`src/rtl/dbb_pkg.sv`:
```
// Shared types and helpers for the density-bound-block scheduler.
package dbb_pkg;

  typedef enum logic [1:0] {
    IDLE = 2'd0,
    SCAN = 2'd1,
    RUN  = 2'd2,
    DONE = 2'd3
  } state_t;

  // Widest mask the popcount helper accepts; narrower masks are zero-extended.
  localparam int MAX_BLOCKS = 64;

  function automatic logic [6:0] popcount(input logic [MAX_BLOCKS-1:0] v);
    logic [6:0] n;
    n = '0;
    for (int i = 0; i < MAX_BLOCKS; i++) begin
      n = n + {6'd0, v[i]};
    end
    return n;
  endfunction

endpackage

```
`src/rtl/dbb_lsb_pick.sv`:
```
// Combinational lowest-set-bit picker: index, one-hot clear mask and any flag.
module dbb_lsb_pick #(
  parameter  int NUM_BLOCKS = 8,
  localparam int IDX_W      = $clog2(NUM_BLOCKS)
) (
  input  logic [NUM_BLOCKS-1:0] mask,
  output logic [IDX_W-1:0]      idx,
  output logic [NUM_BLOCKS-1:0] clear,
  output logic                  any
);

  assign any      = |mask;
  assign clear[0] = mask[0];

  // A bit is the lowest set bit only if every lower bit is clear.
  genvar gi;
  generate
    for (gi = 1; gi < NUM_BLOCKS; gi++) begin : g_clear
      assign clear[gi] = mask[gi] & ~(|mask[gi-1:0]);
    end
  endgenerate

  always_comb begin
    idx = '0;
    for (int b = NUM_BLOCKS - 1; b >= 0; b--) begin
      if (mask[b]) begin
        idx = IDX_W'(b);
      end
    end
  end

endmodule

```
`src/rtl/dbb_block_scheduler.sv`:
```
// Walks a per-job block mask lowest index first, enabling the SA for
// RUN_CYCLES cycles per non-zero block and skipping zero blocks.
module dbb_block_scheduler
  import dbb_pkg::*;
#(
  parameter  int NUM_BLOCKS = 8,
  parameter  int RUN_CYCLES = 4,
  localparam int IDX_W      = $clog2(NUM_BLOCKS),
  localparam int CNT_W      = $clog2(NUM_BLOCKS + 1)
) (
  input  logic                  clk,
  input  logic                  rst,
  input  logic                  i_start,
  input  logic [NUM_BLOCKS-1:0] i_mask,
  input  logic                  i_hold,
  input  logic                  i_abort,
  output logic                  o_enable,
  output logic [IDX_W-1:0]      o_blk_idx,
  output logic                  o_last,
  output logic                  o_busy,
  output logic                  o_done,
  output logic [CNT_W-1:0]      o_nnz
);

  localparam int            RUN_W    = $clog2(RUN_CYCLES + 1);
  localparam logic [RUN_W-1:0] CNT_LAST = RUN_W'(RUN_CYCLES - 1);

  generate
    if (NUM_BLOCKS < 2) begin : g_bad_blocks
      $error("dbb_block_scheduler: NUM_BLOCKS must be >= 2");
    end
    if (NUM_BLOCKS > MAX_BLOCKS) begin : g_too_many_blocks
      $error("dbb_block_scheduler: NUM_BLOCKS exceeds popcount width");
    end
    if (RUN_CYCLES < 1) begin : g_bad_run
      $error("dbb_block_scheduler: RUN_CYCLES must be >= 1");
    end
  endgenerate

  state_t                state_reg;
  logic [NUM_BLOCKS-1:0] mask_q;
  logic [IDX_W-1:0]      idx_reg;
  logic [RUN_W-1:0]      cnt_reg;
  logic [CNT_W-1:0]      nnz_reg;

  logic [IDX_W-1:0]      pick_idx;
  logic [NUM_BLOCKS-1:0] pick_clear;
  logic                  pick_any;

  dbb_lsb_pick #(.NUM_BLOCKS(NUM_BLOCKS)) u_pick (
    .mask  (mask_q),
    .idx   (pick_idx),
    .clear (pick_clear),
    .any   (pick_any)
  );

  assign o_enable  = (state_reg == RUN) && !i_hold;
  assign o_last    = o_enable && (cnt_reg == CNT_LAST) && (mask_q == '0);
  assign o_busy    = (state_reg != IDLE);
  assign o_done    = (state_reg == DONE);
  assign o_blk_idx = idx_reg;
  assign o_nnz     = nnz_reg;

  always_ff @(posedge clk or posedge rst) begin
    if (rst) begin
      state_reg <= IDLE;
      mask_q    <= '0;
      idx_reg   <= '0;
      cnt_reg   <= '0;
      nnz_reg   <= '0;
    end else if (i_abort) begin
      // Cancel keeps the last index and count visible for debug.
      state_reg <= IDLE;
      mask_q    <= '0;
      cnt_reg   <= '0;
    end else begin
      case (state_reg)
        IDLE: begin
          if (i_start) begin
            mask_q    <= i_mask;
            nnz_reg   <= CNT_W'(popcount(MAX_BLOCKS'(i_mask)));
            state_reg <= SCAN;
          end
        end
        SCAN: begin
          if (!pick_any) begin
            state_reg <= DONE;
          end else begin
            idx_reg   <= pick_idx;
            mask_q    <= mask_q & ~pick_clear;
            cnt_reg   <= '0;
            state_reg <= RUN;
          end
        end
        RUN: begin
          if (!i_hold) begin
            cnt_reg <= cnt_reg + 1'b1;
            if (cnt_reg == CNT_LAST) begin
              state_reg <= (mask_q == '0) ? DONE : SCAN;
            end
          end
        end
        DONE: begin
          state_reg <= IDLE;
        end
        default: begin
          state_reg <= IDLE;
        end
      endcase
    end
  end

endmodule

```
`config.mk`:
```
export PLATFORM = sky130hd
export DESIGN_NAME = dbb_block_scheduler
export DESIGN_NICKNAME = d
export VERILOG_FILES = /design/src/rtl/dbb_pkg.sv /design/src/rtl/dbb_lsb_pick.sv /design/src/rtl/dbb_block_scheduler.sv
export SDC_FILE = /design/constraint.sdc
export NUM_CORES = 1
export LEC_CHECK = 0
export CORE_MARGIN = 2
export CORE_UTILIZATION = 40
export CTS_CLUSTER_SIZE = 40
export DETAILED_ROUTE_END_ITERATION = 12
export PLACE_DENSITY = 0.61
export SLEW_MARGIN = 0
export SYNTH_ARGS = -nofsm -noshare
export SYNTH_HDL_FRONTEND = slang
export SYNTH_SLANG_ARGS = --single-unit
```
`constraint.sdc`:
```
create_clock -name clk -period 2.3 [get_ports clk]
set_input_delay 0.69 -clock clk [delete_from_list [all_inputs] [get_ports clk]]
set_output_delay 0.69 -clock clk [all_outputs]
set_load 0.05 [all_outputs]
```
==> metrics.txt <==
post-route ant nets 0; Residual DRC 0; Rel. slew slack 66.45%; Post-synth top cells dfrtp_1, inv_1, nor2_1, a21oi_1, nand2_1; Synth Flop Type dfrtp_1; CP required around 2.5 ns; maxcap violations 0; ant diodes 0; Seq pwr share ~34%; largest cells by area after synthesis dfrtp_1, fa_1, inv_1; status finished with violations; GRT Total Usage 19.12%; reg2reg setup slack 0.39 ns; Detailed Route Iter0 Violations 33; initial antenna violation count 0; max reg flops 8; YS warnings 0; slowest stage delay, CP between 0.5 and 0.6 ns; most numerous cell in the Yosys netlist dfrtp_1; largest net degree at the start of global routing 21; grt total ovfl 0; Initial Util about two fifths; Worst Path Max Fanout 2; area share of the largest cell type after synthesis 39.64%; asr flop ratio synth 100.0%; Multi-input gate area 729.5 um^2; Leakage 0.8539 nW; fin crit share 135.3%; post-synth top area cell dfrtp_1; hpwl dp 2355 um; slowest stage cell, crit path fa_1; type of the worst setup path in -> reg; P&R area growth vs syn 42.81%; die area roughly 0.0036 mm^2; Post-synth EDFFs 0; Post-Synthesis Cell Area 0.001262 mm^2; Layout Nets 203; CTS tree done; Hold Crit Class reg -> reg; first-pass GRT wire length 5126 um; drt wl/cell 13.43 um; HP Start o_blk_idx[0]$_DFFE_PP0P_; crit path capture type flop; Worst VDD drop 0.4926 mV; Top Family by Delay on Critical Path adder cells; via count about 1100; PD cells ~760 mW/mm^2; fmax 321.3 MHz; count of final setup violators 5; CTS Buf Count 3; max-slew violation count 0; gp weighted congestion 0.8248; PnR Total Power 1.371 mW; FF/Latch Area 500.5 um^2; failing checks setup timing; WP buf/inv 4; Clock Sinks 20; post-route minimum period around 3.1 ns; Max Clock Skew 0.003697 ns; final-report hold violation count 0; clock power share 12.0%; TritonRoute pass-1 iters 4; Synth Instances 133; IO buf count 23; CTS max path bufs 2; vias in the first global route 1158; R2R cell count 4; startpoint class of the critical path primary input; Worst Hold End o_blk_idx[0]$_DFFE_PP0P_; register area share after synthesis 39.64%; CTS H-tree depth 1; Unique masters post-synth 39; clk root buf clkbuf_4; Die Width 60.18 um; die height 60.18 um; Hold Path Depth 1; syn nets 155; filler instances between 200 and 300; setup ws final -0.8119 ns; Mean Syn Cell Area 9.492 um^2; worst skew pair latency 0.29 ns; switch share 42.10%; layout cell share with drive strength beyond 1 33.52%; final WL 2995 um; P_sw 0.5772 mW; Slew @ Worst Pin 0.5016 ns; row cnt 20; Reg-to-Reg Start mask_q[3]$_DFFE_PP0P_; I/O pins 24; Critical R2R Capture o_blk_idx[0]$_DFFE_PP0P_; Arrival @ worst endpoint 3.30 ns; RSZ-0062 raised after global routing true; CP Cell Sequence buf_8 -> inv_4 -> fa_1 -> fa_1 -> fa_2 -> inv_2 -> ha_4 -> inv_2 -> fa_2 -> xnor2_1 -> mux2_4; total core area approximately 0.003 mm^2; register name with the most flops mask_q; Via density 4.969; Worst-path clk slew 0.11 ns; Cell Count, Final, Fillers Out 223; Cell Count Post-Placement 217; P_int 0.7939 mW; combinational share of power 54.0%; post-synthesis register bit count 20
-- how the worst max path moves through the flow --
stage          cells past startpoint              endpoint       from  slack, ns
6_report                          11  o_nnz[2]$_DFFE_PP0P_  i_mask[1]      -0.81
5_1_grt                           11  o_nnz[2]$_DFFE_PP0P_  i_mask[1]      -0.87
4_1_cts                           11  o_nnz[2]$_DFFE_PP0P_  i_mask[1]      -0.80
3_5_place_dp                      11  o_nnz[2]$_DFFE_PP0P_  i_mask[3]      -1.59
3_3_place_gp                      11  o_nnz[2]$_DFFE_PP0P_  i_mask[3]      -1.53
2_1_floorplan                     10  o_nnz[2]$_DFFE_PP0P_  i_mask[3]      -0.87
-- area by class of cell --
cell class              count  share of cell area, %
clock buffers               3                  1.249
inverters                  17                  4.094
multi-input cells          93                  40.46
flip-flops and latches     20                  27.76
well taps                  44                  3.053
repair buffers             46                  23.39
-- cell families after synthesis --
family                     count (synthesis)  share of synthesized area (%)
and+or+nand+nor                           45                          19.13
AOI/OAI and AO/OA                         33                          18.44
buffers and inverters                     20                          6.541
DFF                                       20                          39.64
adders and majority gates                  9                          11.30
muxes                                      4                          3.568
xor gates and xnor gates                   2                          1.388
-- metal layers --
| metal | up-vias | GRT usage, % | routed length, um |
|---|---|---|---|
| met4 | 0 | 6.984 | 40 |
| li1 | 548 | - | - |
| met5 | - | 0 | 0 |
| met3 | 4 | 2.814 | 95 |
| met2 | 19 | 33.23 | 1456 |
| met1 | 537 | 23.79 | 1402 |
-- placed cells by master (no fill, tap or decap), drive strengths merged, types with 2 or more instances in the layout --
cell type and instances:
nor3 2, mux2 4, nor2b 2, a21o 2, nand3b 2, nand2 7, fa 4, a22oi 2
clkbuf 3, dfrtp 20, inv 17, clkdlybuf4s50 15, a21oi 10, nand2b 4, o21ai 6, xnor2 2
or4 2, o21a 2, nor4 2, a31o 2, ha 5, buf 30, nor2 16, o21bai 2
nand3 2, or2 3
-- through the flow --
stage	setup WS (ns)	TNS [ns]	cell area [um^2]	hold WS, ns	util (%)
floorplan	-0.8656	-2.977	1299	0.4829	-
global placement	-1.526	-5.547	1730	0.4845	57.15
detailed placement	-1.585	-5.745	1730	0.4933	57.15
CTS	-0.8033	-2.438	1800	0.5195	59.46
global route	-0.8706	-2.676	1803	0.5323	59.55
finish	-0.8119	-2.445	1803	0.5138	59.55
-- repair_timing --
item,CTS,global route
endpoints found under the setup margin,6,6
endpoints found under the hold margin,0,0
pin swaps,11,2
resized for setup,24,1
hold buffers,0,0
buffers inserted,3,0
-- power groups by stage --
stage | sequential, mW | combinational, mW | clock (mW)
2_1_floorplan | 0.671 | 0.267 | 0
3_3_place_gp | 0.471 | 0.706 | 0
3_5_place_dp | 0.472 | 0.718 | 0
4_1_cts | 0.467 | 0.747 | 0.171
5_1_grt | 0.477 | 0.800 | 0.187
6_report | 0.465 | 0.741 | 0.165
Power figures use the tool's default switching activity.
